$ cat config.mk
export PLATFORM = sky130hd
export DESIGN_NAME = bin_to_bcd_seq
export DESIGN_NICKNAME = d
export VERILOG_FILES = /design/src/rtl/bcd_pkg.sv /design/src/rtl/bcd_add3.sv /design/src/rtl/bin_to_bcd_seq.sv
export SDC_FILE = /design/constraint.sdc
export NUM_CORES = 1
export LEC_CHECK = 0
export CAP_MARGIN = 20
export CORE_UTILIZATION = 50
export DETAILED_ROUTE_END_ITERATION = 10
export PLACE_DENSITY = 0.81
export SLEW_MARGIN = 20
export SYNTH_ARGS = -nofsm -noshare
export SYNTH_HDL_FRONTEND = slang
export SYNTH_SLANG_ARGS = --single-unit
$ cat constraint.sdc
create_clock -name clk -period 2.19 [get_ports clk]
set_input_delay 0.657 -clock clk [delete_from_list [all_inputs] [get_ports clk]]
set_output_delay 0.657 -clock clk [all_outputs]
set_load 0.03 [all_outputs]
$ cat src/rtl/bcd_pkg.sv
// Shared types and constants for the sequential binary-to-BCD converter.
package bcd_pkg;

    // Converter FSM states.
    typedef enum logic [1:0] {
        IDLE  = 2'd0,
        SHIFT = 2'd1,
        DONE  = 2'd2
    } state_t;

    // Largest value representable in four BCD digits; larger inputs saturate here.
    localparam int BCD_MAX = 9999;

    // Number of BCD digits produced.
    localparam int DIGITS = 4;

    // Width of the BCD scratch register (one nibble per digit).
    localparam int SCR_W = DIGITS * 4;

    // True when an unsigned operand cannot be shown on four digits.
    function automatic logic exceeds_bcd_max(input logic [31:0] value);
        return (value > 32'(BCD_MAX));
    endfunction

endpackage

$ cat src/rtl/bcd_add3.sv
// Double-dabble nibble correction: adds 3 to a BCD digit of 5 or more so the
// following left shift carries correctly into the next decimal digit.
module bcd_add3 (
    input  logic [3:0] d_in,
    output logic [3:0] d_out
);

    // Correct the digit before the shift; no carry leaves the nibble.
    always_comb begin
        d_out = d_in;
        if (d_in >= 4'd5) begin
            d_out = d_in + 4'd3;
        end else begin
            d_out = d_in;
        end
    end

endmodule

$ cat src/rtl/bin_to_bcd_seq.sv
// Sequential double-dabble converter: one operand bit per clock, four BCD
// digits out. The digit registers only update on the DONE cycle, so the
// display downstream never sees a half-converted value.
module bin_to_bcd_seq #(
    parameter int BIN_W = 14
) (
    input  logic             clk,
    input  logic             rst_n,
    input  logic             start,
    input  logic [BIN_W-1:0] bin_in,
    output logic             ready,
    output logic             done,
    output logic             ovf,
    output logic [3:0]       ones,
    output logic [3:0]       tens,
    output logic [3:0]       hundreds,
    output logic [3:0]       thousands
);

    import bcd_pkg::*;

    // Iteration counter only has to reach BIN_W-1.
    localparam int CNT_W = (BIN_W > 1) ? $clog2(BIN_W) : 1;
    localparam logic [CNT_W-1:0] CNT_LAST = CNT_W'(BIN_W - 1);
    localparam logic [CNT_W-1:0] CNT_ONE  = CNT_W'(1);
    // Saturation value; only reachable when BIN_W is wide enough to exceed it.
    localparam logic [BIN_W-1:0] OPND_MAX = BIN_W'(BCD_MAX);

    state_t             state_r;
    logic [CNT_W-1:0]   cnt_r;
    logic [BIN_W-1:0]   operand_r;
    logic [SCR_W-1:0]   scratch_r;
    logic               ovf_pending_r;
    logic               ready_r;
    logic               done_r;
    logic               ovf_r;
    logic [3:0]         ones_r;
    logic [3:0]         tens_r;
    logic [3:0]         hundreds_r;
    logic [3:0]         thousands_r;

    logic [SCR_W-1:0]   adj_s;
    logic [SCR_W-1:0]   shift_scratch_s;
    logic [BIN_W-1:0]   shift_operand_s;
    logic [BIN_W-1:0]   cap_operand_s;
    logic               cap_ovf_s;

    // One add-3 corrector per scratch nibble; nibbles are independent.
    for (genvar g = 0; g < DIGITS; g++) begin : g_add3
        bcd_add3 u_add3 (
            .d_in  (scratch_r[4*g +: 4]),
            .d_out (adj_s[4*g +: 4])
        );
    end

    // Next {scratch, operand} after one correct-then-shift-left iteration.
    always_comb begin
        shift_scratch_s = {adj_s[SCR_W-2:0], operand_r[BIN_W-1]};
        shift_operand_s = {operand_r[BIN_W-2:0], 1'b0};
    end

    // Operand capture with saturation of anything above four digits.
    always_comb begin
        cap_ovf_s     = 1'b0;
        cap_operand_s = bin_in;
        if (exceeds_bcd_max(32'(bin_in))) begin
            cap_ovf_s     = 1'b1;
            cap_operand_s = OPND_MAX;
        end else begin
            cap_ovf_s     = 1'b0;
            cap_operand_s = bin_in;
        end
    end

    // Converter FSM with registered handshake, flag and digit outputs.
    always_ff @(posedge clk) begin
        if (!rst_n) begin
            state_r       <= IDLE;
            cnt_r         <= {CNT_W{1'b0}};
            operand_r     <= {BIN_W{1'b0}};
            scratch_r     <= {SCR_W{1'b0}};
            ovf_pending_r <= 1'b0;
            ready_r       <= 1'b1;
            done_r        <= 1'b0;
            ovf_r         <= 1'b0;
            ones_r        <= 4'd0;
            tens_r        <= 4'd0;
            hundreds_r    <= 4'd0;
            thousands_r   <= 4'd0;
        end else begin
            case (state_r)
                IDLE: begin
                    done_r <= 1'b0;
                    if (start) begin
                        operand_r     <= cap_operand_s;
                        ovf_pending_r <= cap_ovf_s;
                        scratch_r     <= {SCR_W{1'b0}};
                        cnt_r         <= {CNT_W{1'b0}};
                        ready_r       <= 1'b0;
                        state_r       <= SHIFT;
                    end else begin
                        ready_r <= 1'b1;
                        state_r <= IDLE;
                    end
                end
                SHIFT: begin
                    done_r    <= 1'b0;
                    scratch_r <= shift_scratch_s;
                    operand_r <= shift_operand_s;
                    if (cnt_r == CNT_LAST) begin
                        cnt_r   <= {CNT_W{1'b0}};
                        ready_r <= 1'b1;
                        state_r <= DONE;
                    end else begin
                        cnt_r   <= cnt_r + CNT_ONE;
                        ready_r <= 1'b0;
                        state_r <= SHIFT;
                    end
                end
                DONE: begin
                    // Publish the finished digits; this is the only digit update.
                    ones_r      <= scratch_r[3:0];
                    tens_r      <= scratch_r[7:4];
                    hundreds_r  <= scratch_r[11:8];
                    thousands_r <= scratch_r[15:12];
                    ovf_r       <= ovf_pending_r;
                    done_r      <= 1'b1;
                    if (start) begin
                        operand_r     <= cap_operand_s;
                        ovf_pending_r <= cap_ovf_s;
                        scratch_r     <= {SCR_W{1'b0}};
                        cnt_r         <= {CNT_W{1'b0}};
                        ready_r       <= 1'b0;
                        state_r       <= SHIFT;
                    end else begin
                        ready_r <= 1'b1;
                        state_r <= IDLE;
                    end
                end
                default: begin
                    state_r <= IDLE;
                    cnt_r   <= {CNT_W{1'b0}};
                    ready_r <= 1'b1;
                    done_r  <= 1'b0;
                end
            endcase
        end
    end

    // Outputs are driven straight from registers.
    always_comb begin
        ready     = ready_r;
        done      = done_r;
        ovf       = ovf_r;
        ones      = ones_r;
        tens      = tens_r;
        hundreds  = hundreds_r;
        thousands = thousands_r;
    end

endmodule

==> results.sh <==
export IMPL_critPathCapture="ovf"
export IMPL_switching_power_mw=0.451
export IMPL_fin_hold_ws_ns=0.454
export IMPL_area_growth_pct=19.6
export IMPL_synth_distinct_cells=37
export IMPL_synth_area_per_cell_um2=8.54
export IMPL_viasPerCell=5.35
export IMPL_holdCritPathClass="register to register"
export IMPL_grt_setup_unrepaired="no"
export IMPL_insertion_delay_ns=0.31
export IMPL_swShare=0.246
export IMPL_overflow=0
export IMPL_syn_num_nets=311
export IMPL_io_pins=36
export IMPL_die_area_um2=5130
export IMPL_cts_buffer_depth=2
export IMPL_hold_violations=0
export IMPL_pwr_share_seq=0.586
export IMPL_grt_pass1_vias=1875
export IMPL_gr_max_usage_layer="met2"
export IMPL_met3_usage=0.0422
export IMPL_report_final_slew_viol_count=0
export IMPL_drive_gt1_frac=0.0597
export IMPL_numCtsBuffers=5
export IMPL_cts_max_level=2
export IMPL_synth_warnings=0
export IMPL_cts_resized=0
export IMPL_syn_area_um2=2420
export IMPL_initial_core_util=0.538
export IMPL_cts_setup_buffers=0
export IMPL_ir_worst_vdd_mv=0.365
export IMPL_first_pass_iters=4
export IMPL_power_total_mw=1.84
export IMPL_worst_path_stages=1
export IMPL_holdBufCountCts=0
export IMPL_final_cell_mix="dfxtp_1, nand2_1, clkdlybuf4s50_1"
export IMPL_tns_ns=0
export IMPL_coreArea_um2=4500
export IMPL_setup_violations=0
export IMPL_grt_start_max_net_pins=31
export IMPL_rr_worst_depth=4
export IMPL_cts_sinks=56
export IMPL_outcome="completed"
export IMPL_path_class="register to primary output"
export IMPL_dp_hpwl_mm=3.36
export IMPL_globalRouteMet2Util=0.354
export IMPL_cts_tree="built"
export IMPL_final_common_cell="dfxtp_1"
export IMPL_cpLargestDelayFamily="buffers and inverters"
export IMPL_crit_path_top_delay_cell="clkdlybuf4s50_1"
export IMPL_fillers=394
export IMPL_pwr_share_comb=0.092
export IMPL_fp_row_count=24
export IMPL_fmax_mhz=502
export IMPL_ys_seq_elements=56
export IMPL_power_density_nw_per_um2=633
export IMPL_slew_headroom=0.562
export IMPL_synth_edf_count=0
export IMPL_layout_nets=344
export IMPL_path_cells="clkdlybuf4s50_1"
export IMPL_die_w_um=71.6
export IMPL_antenna_found_initial=0
export IMPL_clock_power_share=0.322
export IMPL_maxCapViolCount=0
export IMPL_worstPathArrival_ns=1.33
export IMPL_postSynthCellCount=284
export IMPL_finalClockSkew_ns=0.00586
export IMPL_cp_slowest_stage_delay_ns=0.67
export IMPL_cts_root_buf="clkbuf_8"
export IMPL_endpoint_kind="primary output"
export IMPL_remaining_drc_errors=0
export IMPL_p_leak_nw=1.02
export IMPL_vias=1979
export IMPL_setup_ws_ns=0.200
export IMPL_start_kind="register"
export IMPL_rr_startpoint="state_r[0]$_SDFF_PN0_"
export IMPL_place_ws_ns=0.0519
export IMPL_die_h_um=71.6
export IMPL_io_buffers=35
export IMPL_tightestPinTransition_ns=0.657
export IMPL_gr_usage_all_layers=0.201
export IMPL_path_max_fanout=2
export IMPL_diodes=0
export IMPL_drtAntennaViolNets=0
export IMPL_drt_initial_drc_count=80
export IMPL_grt_util_met1=0.243
export IMPL_gp_congestion=0.809
export IMPL_r2r_end="scratch_r[6]$_SDFFE_PN0P_"
export IMPL_intPower_mw=1.38
export IMPL_period_share=0.909
export IMPL_cp_required_ns=1.53
export IMPL_grt_first_pass_wirelength_mm=8.18
export IMPL_worstSetupStartpoint="ovf$_SDFFE_PN0N_"
export IMPL_ys_seq_area_frac=0.462
export IMPL_ys_flop_type="dfxtp_1"
export IMPL_rrSetupSlack_ns=0.39
export IMPL_async_flop_share=0
export IMPL_wire_per_inst_um=12.4
export IMPL_cp_buffers_inverters=1
export IMPL_fin_crit_ns=1.99
export IMPL_clk_pin_slew_ns=0.10
export IMPL_routed_wl_mm=4.57
[cell families (layout without fill, tap and decap cells)]
kind of cell	Yosys count	count (layout)	synth area share
simple gates	102	102	0.191
compound gates	74	74	0.191
flops	56	56	0.462
buf+inv	30	64	0.0588
fa+ha+maj	10	10	0.0516
xor+xnor	10	10	0.0361
mux	2	2	0.00877
[power groups by stage]
| stage | Clock (mW) | Combinational [mW] | Sequential [mW] |
|---|---|---|---|
| final | 0.591 | 0.168 | 1.08 |
| after global placement | 0 | 0.165 | 1.10 |
| after floorplan | 0 | 0.114 | 1.09 |
| after global routing | 0.636 | 0.189 | 1.08 |
| after detailed placement | 0 | 0.170 | 1.10 |
| after CTS | 0.603 | 0.170 | 1.07 |
[routing by layer]
layer	routed length (um)	up-vias	share of wire
li1	-	1030	-
met1	2140	908	0.47
met2	2200	35	0.48
met3	153	6	0.033
met4	74	0	0.016
met5	0	-	0
[Yosys cell counts, types with 4 or more instances]
cell        n  area share
inv_1      15       0.023
a21oi_1    31       0.064
nand2b_1    9       0.023
nand2_1    47       0.073
o21ai_0    15       0.031
xnor2_1     5       0.018
dfxtp_1    56        0.46
clkbuf_1    4      0.0062
nor2_1     21       0.033
nand3_1     6       0.012
ha_1       10       0.052
buf_4       4       0.012
buf_2       5       0.010
o2bb2ai_1   4       0.014
nor3_1      8       0.017
a211oi_1    4       0.012
a22oi_1     5       0.015
xor2_1      5       0.018
o221ai_1    6       0.022
[layout make-up]
| type | instances | area, um^2 | share of cell area |
|---|---|---|---|
| clock buffer | 6 | 82.6 | 0.0285 |
| clock inverter | 2 | 15.0 | 0.00518 |
| inverter | 15 | 56.3 | 0.0194 |
| multi-input combinational | 198 | 1160 | 0.400 |
| sequential | 56 | 1120 | 0.387 |
| tap | 52 | 65.1 | 0.0224 |
| timing repair buffer | 41 | 399 | 0.138 |
[worst min-delay path by stage]
stage / from / endpoint / slack [ns] / cells past startpoint
3_3_place_gp: hundreds[1]$_SDFFE_PN0N_ / hundreds[1]$_SDFFE_PN0N_ / 0.44 / 2
2_1_floorplan: operand_r[0]$_SDFFE_PN0P_ / operand_r[0]$_SDFFE_PN0P_ / 0.42 / 2
6_report: operand_r[0]$_SDFFE_PN0P_ / operand_r[0]$_SDFFE_PN0P_ / 0.45 / 2
4_1_cts: operand_r[0]$_SDFFE_PN0P_ / operand_r[0]$_SDFFE_PN0P_ / 0.46 / 2
5_1_grt: ones[3]$_SDFFE_PN0N_ / ones[3]$_SDFFE_PN0N_ / 0.48 / 2
3_5_place_dp: operand_r[0]$_SDFFE_PN0P_ / operand_r[0]$_SDFFE_PN0P_ / 0.44 / 2
[per-stage QoR]
stage	cell area [um^2]	cells	utilization
after floorplan	2420	284	-
after global placement	2790	361	0.620
after detailed placement	2800	362	0.622
after CTS	2900	370	0.644
after global routing	2900	370	0.644
final	2900	370	0.644
[flip-flops by register name (all words and copies together), names as in the netlist]
register,cells
thousands,4
hundreds,4
state_r,2
tens,4
ovf,1
ovf_pending_r,1
ones,4
scratch_r,16
ready,1
operand_r,14
cnt_r,4
done,1
(Power assumes the default switching activity.)
